`src/rtl/multicycle_control_fsm_pkg.sv`:
```
// Shared types for the multicycle RV32I sequencer: state encoding, opcodes,
// datapath select encodings and the per-state Moore control word.
package multicycle_control_fsm_pkg;

    typedef enum logic [3:0] {
        S_FETCH   = 4'd0,
        S_DECODE  = 4'd1,
        S_MEMADR  = 4'd2,
        S_MEMREAD = 4'd3,
        S_MEMWB   = 4'd4,
        S_MEMWR   = 4'd5,
        S_EXECR   = 4'd6,
        S_EXECI   = 4'd7,
        S_ALUWB   = 4'd8,
        S_BEQ     = 4'd9,
        S_JAL     = 4'd10,
        S_TRAP    = 4'd11
    } state_t;

    localparam logic [6:0] OP_LOAD   = 7'b0000011;
    localparam logic [6:0] OP_STORE  = 7'b0100011;
    localparam logic [6:0] OP_RTYPE  = 7'b0110011;
    localparam logic [6:0] OP_ITYPE  = 7'b0010011;
    localparam logic [6:0] OP_BRANCH = 7'b1100011;
    localparam logic [6:0] OP_JAL    = 7'b1101111;

    typedef enum logic [1:0] {
        ALUOP_ADD  = 2'b00,
        ALUOP_SUB  = 2'b01,
        ALUOP_FUNC = 2'b10
    } alu_op_t;

    typedef enum logic [1:0] {
        RES_ALUOUT = 2'b00,
        RES_RDATA  = 2'b01,
        RES_ALURES = 2'b10
    } result_src_t;

    typedef enum logic [1:0] {
        SRCA_PC    = 2'b00,
        SRCA_OLDPC = 2'b01,
        SRCA_RS1   = 2'b10
    } src_a_t;

    typedef enum logic [1:0] {
        SRCB_RS2  = 2'b00,
        SRCB_IMM  = 2'b01,
        SRCB_FOUR = 2'b10
    } src_b_t;

    typedef enum logic [1:0] {
        IMM_I = 2'b00,
        IMM_S = 2'b01,
        IMM_B = 2'b10,
        IMM_J = 2'b11
    } imm_src_t;

    // fetch: IRWrite/PCUpdate armed, but only fire once memory reports ready
    typedef struct packed {
        logic        mem_req;
        logic        adr_src;
        logic        mem_write;
        logic        fetch;
        logic        pc_update;
        logic        reg_write;
        logic        branch;
        result_src_t result_src;
        src_a_t      src_a;
        src_b_t      src_b;
        alu_op_t     alu_op;
    } ctrl_t;

    function automatic ctrl_t state_ctrl(input state_t s);
        ctrl_t c;
        c = '0;
        case (s)
            S_FETCH: begin
                c.mem_req    = 1'b1;
                c.fetch      = 1'b1;
                c.src_b      = SRCB_FOUR;
                c.result_src = RES_ALURES;
            end
            S_DECODE: begin
                c.src_a = SRCA_OLDPC;
                c.src_b = SRCB_IMM;
            end
            S_MEMADR: begin
                c.src_a = SRCA_RS1;
                c.src_b = SRCB_IMM;
            end
            S_MEMREAD: begin
                c.mem_req = 1'b1;
                c.adr_src = 1'b1;
            end
            S_MEMWB: begin
                c.result_src = RES_RDATA;
                c.reg_write  = 1'b1;
            end
            S_MEMWR: begin
                c.mem_req   = 1'b1;
                c.adr_src   = 1'b1;
                c.mem_write = 1'b1;
            end
            S_EXECR: begin
                c.src_a  = SRCA_RS1;
                c.src_b  = SRCB_RS2;
                c.alu_op = ALUOP_FUNC;
            end
            S_EXECI: begin
                c.src_a  = SRCA_RS1;
                c.src_b  = SRCB_IMM;
                c.alu_op = ALUOP_FUNC;
            end
            S_ALUWB: begin
                c.result_src = RES_ALUOUT;
                c.reg_write  = 1'b1;
            end
            S_BEQ: begin
                c.src_a  = SRCA_RS1;
                c.src_b  = SRCB_RS2;
                c.alu_op = ALUOP_SUB;
                c.branch = 1'b1;
            end
            S_JAL: begin
                c.src_a     = SRCA_OLDPC;
                c.src_b     = SRCB_FOUR;
                c.pc_update = 1'b1;
            end
            default: c = '0;
        endcase
        return c;
    endfunction

    function automatic imm_src_t imm_src_for(input logic [6:0] op);
        case (op)
            OP_STORE:  return IMM_S;
            OP_BRANCH: return IMM_B;
            OP_JAL:    return IMM_J;
            default:   return IMM_I;
        endcase
    endfunction

endpackage

```
`src/rtl/alu_decoder.sv`:
```
// ALU operation decode from ALUOp and instruction function fields.
module alu_decoder (
    input  logic       opb5,
    input  logic [2:0] funct3,
    input  logic       funct7b5,
    input  logic [1:0] ALUOp,
    output logic [2:0] ALUControl
);
    always_comb begin
        ALUControl = 3'b000;
        case (ALUOp)
            2'b00: ALUControl = 3'b000;
            2'b01: ALUControl = 3'b001;
            default: begin
                case (funct3)
                    // sub only for R-type with funct7[5]; addi never subtracts
                    3'b000:  ALUControl = (opb5 & funct7b5) ? 3'b001 : 3'b000;
                    3'b010:  ALUControl = 3'b101;
                    3'b110:  ALUControl = 3'b011;
                    3'b111:  ALUControl = 3'b010;
                    default: ALUControl = 3'b000;
                endcase
            end
        endcase
    end
endmodule

```
`src/rtl/multicycle_control_fsm.sv`:
```
// Moore sequencer stepping one RV32I instruction through fetch/decode/execute/
// memory/writeback, stalling on the unified memory's ready handshake.
module multicycle_control_fsm
    import multicycle_control_fsm_pkg::*;
(
    input  logic       clk,
    input  logic       rst_n,
    input  logic [6:0] op,
    input  logic [2:0] func3,
    input  logic       func7,
    input  logic       zero,
    input  logic       mem_ready,
    output logic       mem_req,
    output logic       AdrSrc,
    output logic       MemWrite,
    output logic       IRWrite,
    output logic       PCWrite,
    output logic       RegWrite,
    output logic [1:0] ResultSrc,
    output logic [1:0] ALUSrcA,
    output logic [1:0] ALUSrcB,
    output logic [1:0] ImmSrc,
    output logic [2:0] ALUControl,
    output logic       illegal
);
    state_t r_state;
    state_t w_next;
    ctrl_t  r_ctrl;
    ctrl_t  w_ctrl;
    logic   r_illegal;
    logic   w_fetch_done;

    always_comb begin
        w_next = r_state;
        case (r_state)
            S_FETCH:   w_next = mem_ready ? S_DECODE : S_FETCH;
            S_DECODE: begin
                case (op)
                    OP_LOAD, OP_STORE: w_next = S_MEMADR;
                    OP_RTYPE:          w_next = S_EXECR;
                    OP_ITYPE:          w_next = S_EXECI;
                    OP_BRANCH:         w_next = S_BEQ;
                    OP_JAL:            w_next = S_JAL;
                    default:           w_next = S_TRAP;
                endcase
            end
            S_MEMADR:  w_next = op[5] ? S_MEMWR : S_MEMREAD;
            S_MEMREAD: w_next = mem_ready ? S_MEMWB : S_MEMREAD;
            S_MEMWR:   w_next = mem_ready ? S_FETCH : S_MEMWR;
            S_MEMWB:   w_next = S_FETCH;
            S_EXECR:   w_next = S_ALUWB;
            S_EXECI:   w_next = S_ALUWB;
            S_JAL:     w_next = S_ALUWB;
            S_ALUWB:   w_next = S_FETCH;
            S_BEQ:     w_next = S_FETCH;
            S_TRAP:    w_next = S_TRAP;
            default:   w_next = S_FETCH;
        endcase
    end

    // Control word is registered from the next state so outputs stay Moore
    always_ff @(posedge clk) begin
        if (!rst_n) begin
            r_state   <= S_FETCH;
            r_ctrl    <= state_ctrl(S_FETCH);
            r_illegal <= 1'b0;
        end else begin
            r_state   <= w_next;
            r_ctrl    <= state_ctrl(w_next);
            r_illegal <= r_illegal | (w_next == S_TRAP);
        end
    end

    // Holding reset must kill strobes at once, even mid-MEMWR
    assign w_ctrl       = rst_n ? r_ctrl : state_ctrl(S_FETCH);
    assign w_fetch_done = w_ctrl.fetch & mem_ready;

    assign mem_req   = rst_n & w_ctrl.mem_req;
    assign AdrSrc    = w_ctrl.adr_src;
    assign MemWrite  = rst_n & w_ctrl.mem_write;
    assign IRWrite   = rst_n & w_fetch_done;
    assign PCWrite   = rst_n & (w_fetch_done | w_ctrl.pc_update | (w_ctrl.branch & zero));
    assign RegWrite  = rst_n & w_ctrl.reg_write;
    assign ResultSrc = w_ctrl.result_src;
    assign ALUSrcA   = w_ctrl.src_a;
    assign ALUSrcB   = w_ctrl.src_b;
    assign ImmSrc    = imm_src_for(op);
    assign illegal   = r_illegal;

    alu_decoder u_alu_decoder (
        .opb5       (op[5]),
        .funct3     (func3),
        .funct7b5   (func7),
        .ALUOp      (w_ctrl.alu_op),
        .ALUControl (ALUControl)
    );

endmodule
```
`config.mk`:
```
export PLATFORM = sky130hd
export DESIGN_NAME = multicycle_control_fsm
export DESIGN_NICKNAME = d
export VERILOG_FILES = /design/src/rtl/multicycle_control_fsm_pkg.sv /design/src/rtl/alu_decoder.sv /design/src/rtl/multicycle_control_fsm.sv
export SDC_FILE = /design/constraint.sdc
export NUM_CORES = 1
export LEC_CHECK = 0
export ABC_AREA = 1
export CAP_MARGIN = 15
export CORE_MARGIN = 2
export CORE_UTILIZATION = 30
export DETAILED_ROUTE_END_ITERATION = 7
export SLEW_MARGIN = 20
export SYNTH_ARGS = -nofsm -noshare
export SYNTH_HDL_FRONTEND = slang
export SYNTH_SLANG_ARGS = --single-unit
```
`constraint.sdc`:
```
create_clock -name clk -period 4 [get_ports clk]
set_input_delay 0.6 -clock clk [delete_from_list [all_inputs] [get_ports clk]]
set_output_delay 0.6 -clock clk [all_outputs]
set_load 0.01 [all_outputs]
```
==> results.txt, run 1 <==
Leak: 0.736 nW
Cell Rows: 21
Critical path endpoint category: primary output
Max FO, Critical Path: 4
Worst-margin pin slew: 0.351 ns
Hold Startpoint: illegal$_SDFF_PN0_
Routed length per instance: 9.90 um
Synth Instances: 150
Outcome: complete, no violations
Slew headroom: 76.6%
Design Area, Final: 0.00145 mm^2
#FFs+latches synth: 18
Hold_buf cts: 0
Final setup violation count: 0
Max-slew violations: 0
HPWL Detailed: 1.86 mm
Hold Path End: illegal$_SDFF_PN0_
Worst Reg-to-Reg Cells: 10
Overall power: 0.000815 W
Final hold violation count: 0
DRT met1 WL: 1.08 mm
TritonCTS clock tree: yes
Die Y: 62.9 um
1st-iter DRT viols: 23
Fmax: 0.365 GHz
Total Die Area: 0.00395 mm^2
Critical path launch point type: input pin
Skew-Pair Late Insertion Delay: 0.29 ns
Placer congestion estimate: 0.866
Die X: 62.9 um
H-tree levels: 1
Seq/Total Area, Yosys: 34.7%
Skew final: 0.00286 ns
Worst vdd ir: 0.281 mV
Antenna violations before repair: 0
Commonest cells after routing, fill and taps aside: nand2_1 (35), clkdlybuf4s50_1 (32), inv_1 (29)
Final cell count without fillers: 231
DP Area: 0.00141 mm^2
Synthesized area per cell: 6.93 um^2
TritonCTS Buffers: 3
Hold_ws: 0.472 ns
Initial Utilization: 31.2%
Root Buffer: clkbuf_4
# IOs: 33
DRC Markers: 0
First-pass GRT wire length: 4.41 mm
Via density: 4.24
Worst EP required: 3.40 ns
HP Class: reg -> reg
Syn Nets: 165
Vias in the first global route: 1012
Core Region: 0.00334 mm^2
Highest Signal Layer: met4
Hold path depth: 2
DR WL met2: 1.08 mm
Clk slew on worst S/H paths: 0.10 ns
Gr ovfl total: 0
Layout cells sized above 1: 18.9%
Total Routing Usage GR: 13.6%
Synth Cell Area: 0.00104 mm^2
Max-cap viol count: 0
Sum of negative setup slack: 0 ns
Diodes inserted: 0
IO Port Bufs: 32
Met3 wire length: 94 um
Unique masters post-synth: 24
Clk buf depth: 2
R2r endpoint: r_ctrl[14]$_SDFF_PN1_
ANT nets after route: 0
Critical Setup Path Class: in -> out
Num Clock Sinks: 18
Critical Path AT: 2.14 ns
Routed via count: 980
Worst R2R Start: r_state[2]$_SDFF_PN0_
Setup Fix Bufs, Post-CTS: 0
Nets@finish: 201
Synth-to-layout area growth: 39.1%
Largest net degree at the start of global routing: 16
RSZ-0062 raised after global routing: no
Tmin final: 2.74 ns
Pwr dens: 564 mW/mm^2
Yosys warns: 0
Most common cell after layout, fill and taps aside: nand2_1
Fillers: 350
First-pass DRT Iterations: 4
Placed cells: 227
Post-CTS sizing: 0
Flop2flop setup slack: 2.53 ns
Routed wire length: 2.29 mm
Fin crit share: 68.4%
-- how the worst max path moves through the flow --
| stage | depth (start not counted) | to | from |
|---|---|---|---|
| 3_3_place_gp | 6 | ImmSrc[0] | op[5] |
| 2_1_floorplan | 5 | ALUControl[2] | rst_n |
| 3_5_place_dp | 6 | ImmSrc[0] | op[5] |
| 4_1_cts | 6 | ImmSrc[0] | op[5] |
| 6_report | 6 | ImmSrc[0] | op[5] |
| 5_1_grt | 6 | ImmSrc[0] | op[5] |
-- power by group --
group | switching, W | internal (W)
Combinational | 0.000267 | 0.000173
Sequential | 0.0000326 | 0.000232
Clock | 0.0000556 | 0.0000555
Total | 0.000355 | 0.000460
-- routing by layer --
metal | up-vias | global-route usage, %
met3 | 4 | 3.24
met1 | 433 | 16.9
met4 | 0 | 4.17
li1 | 522 | -
met5 | - | 0
met2 | 21 | 23.3
-- area by class of cell --
type	count	area [um^2]	area share, %
Clock buffer	4	36.3	2.51
Multi-Input combinational cell	93	526	36.3
Timing Repair Buffer	33	328	22.7
Sequential cell	18	360	24.9
Inverter	37	139	9.60
Tap cell	46	57.6	3.98
-- registers in the layout, summed over array words and instances (netlist names) --
| name | count |
|---|---|
| illegal | 1 |
| r_state | 4 |
| r_ctrl | 13 |
-- worst max-delay path: stages --
cell and delay, ns:
clkdlybuf4s50_1 0.53, nand2_1 0.09, nor2_1 0.12, nand2_1 0.10
a21oi_1 0.15, clkdlybuf4s50_1 0.55
-- through the flow --
stage | worst slack [ns] | util, %
2_1_floorplan | 2.24 | -
3_3_place_gp | 1.29 | 42.3
3_5_place_dp | 1.26 | 42.3
4_1_cts | 1.26 | 43.3
5_1_grt | 1.17 | 43.3
6_report | 1.26 | 43.3
-- synth_stat cells, drive strengths merged --
cell type	n	share of area, %
o211ai	2	1.4
nand4	1	0.60
inv	36	13
dfxtp	18	35
a21oi	5	3.5
buf	1	1.1
nor2	19	11
nor3	1	0.48
nand3	20	13
clkbuf	1	0.36
nand2	39	16
or2	2	1.2
o21a	1	0.72
o21ai	2	0.96
nor4	1	1.2
clkinv	1	0.36
-- cells by family after synthesis --
| logic type | count (synthesis) | synth area share, % |
|---|---|---|
| AND/OR/NAND/NOR | 83 | 43.9 |
| buffers and inverters | 39 | 14.8 |
| flip-flops | 18 | 34.7 |
| AO/OA/AOI/OAI | 10 | 6.62 |
Power figures use the tool's default switching activity.
==> run 2, diff against run 1 <==
clock period = 2.4 ns   (was 4 ns; I/O delays follow)
==> results.txt, run 2 (same netlist as run 1, synthesis figures left out) <==
Clk buf depth: 2
Pwr dens: 932 mW/mm^2
Sw Pwr: 0.000593 W
ANT nets after route: 0
TritonCTS Buffers: 3
HPWL Detailed: 2.00 mm
Commonest cells after routing, fill and taps aside: nand2_1 (35), clkdlybuf4s50_1 (32), inv_1 (29)
Outcome: complete, no violations
Clock Power Share: 13.4%
RSZ-0062 raised after global routing: no
TritonCTS clock tree: yes
Die Y: 62.9 um
Critical Setup Path Class: in -> out
1st-iter DRT viols: 13
Clk slew on worst S/H paths: 0.10 ns
Largest net degree at the start of global routing: 11
Antenna violations before repair: 0
Initial Utilization: 31.2%
Register area: 360 um^2
Final hold violation count: 0
Num Clock Sinks: 18
Vias in the first global route: 1018
# IOs: 33
Internal power: 0.000769 W
Skew final: 0.00513 ns
Slew headroom: 84.0%
Critical path endpoint category: primary output
Die X: 62.9 um
Max-cap viol count: 0
Final setup violation count: 0
Worst vdd ir: 0.597 mV
HP Class: reg -> reg
Core Region: 0.00334 mm^2
H-tree levels: 1
Fin util: 43.8%
Max-slew violations: 0
Most flops, register: r_ctrl
Fmax: 0.441 GHz
Combinational share of power: 54.3%
Critical path launch point type: input pin
Routed wire length: 2.36 mm
Reg power frac: 32.3%
Fillers: 356
IO Port Bufs: 32
Cell Rows: 21
Nets@finish: 203
Synth-to-layout area growth: 40.6%
Skew-Pair Late Insertion Delay: 0.29 ns
Post-CTS sizing: 0
Placer congestion estimate: 0.870
Root Buffer: clkbuf_4
Max FO, Critical Path: 4
Largest register FFs: 13
Via density: 4.26
Multi-input logic area: 526 um^2
Worst Reg-to-Reg Cells: 10
Worst-margin pin slew: 0.240 ns
Hold_ws: 0.470 ns
Critical Path AT: 1.91 ns
Most common cell after layout, fill and taps aside: nand2_1
Routed length per instance: 10.1 um
First-pass DRT Iterations: 4
Total Routing Usage GR: 13.3%
Setup Fix Bufs, Post-CTS: 0
Total Die Area: 0.00395 mm^2
Gr ovfl total: 0
Switch share: 43.5%
Routed via count: 993
First-pass GRT wire length: 4.24 mm
Tmin final: 2.27 ns
Fin crit share: 94.4%
Leak: 0.745 nW
Worst EP required: 2.04 ns
Sum of negative setup slack: 0 ns
Diodes inserted: 0
Hold path depth: 2
Hold_buf cts: 0
DRC Markers: 0
Layout cells sized above 1: 19.8%
run 2: power groups by stage:
stage          combinational, W  clock [W]  sequential, W
2_1_floorplan          0.000549          0       0.000440
3_3_place_gp           0.000733          0       0.000446
3_5_place_dp           0.000743          0       0.000449
4_1_cts                0.000748   0.000189       0.000441
5_1_grt                0.000831   0.000208       0.000450
6_report               0.000740   0.000182       0.000440
run 2: metrics by stage:
stage | total power (W) | std cells | instance area (um^2) | setup WS (ns)
floorplan | 0.000989 | 150 | 1040 | 1.08
global placement | 0.00118 | 229 | 1430 | 0.170
detailed placement | 0.00119 | 229 | 1430 | 0.122
CTS | 0.00138 | 233 | 1460 | 0.119
global route | 0.00149 | 233 | 1460 | 0.0551
finish | 0.00136 | 233 | 1460 | 0.135
run 2: cell type report:
| class | count | area share, % |
|---|---|---|
| clock buffers | 4 | 2.48 |
| well taps | 46 | 3.94 |
| repair buffers | 35 | 23.5 |
| multi-input cells | 93 | 36.0 |
| flip-flops and latches | 18 | 24.7 |
| inverters | 37 | 9.50 |
run 2: layer usage:
| layer | routed length [um] | global-route usage, % | vias to the layer above |
|---|---|---|---|
| li1 | - | - | 525 |
| met1 | 1090 | 15.3 | 442 |
| met2 | 1150 | 23.8 | 24 |
| met3 | 98 | 3.78 | 2 |
| met4 | 19 | 3.33 | 0 |
| met5 | 0 | 0 | - |
run 2: worst paths after layout:
kind                         start               endpoint  slack, ns
min reg2reg     illegal$_SDFF_PN0_     illegal$_SDFF_PN0_       0.47
max reg2reg  r_state[2]$_SDFF_PN0_  r_ctrl[14]$_SDFF_PN1_       0.94
max                          op[5]              ImmSrc[0]       0.13
min             illegal$_SDFF_PN0_     illegal$_SDFF_PN0_       0.47
run 2: critical path, cell delays in order:
cell and delay, ns:
clkdlybuf4s50_1 0.53, nand2_1 0.09, nor2_1 0.12, nand2_1 0.10, a21oi_1 0.15, clkdlybuf4s50_1 0.55
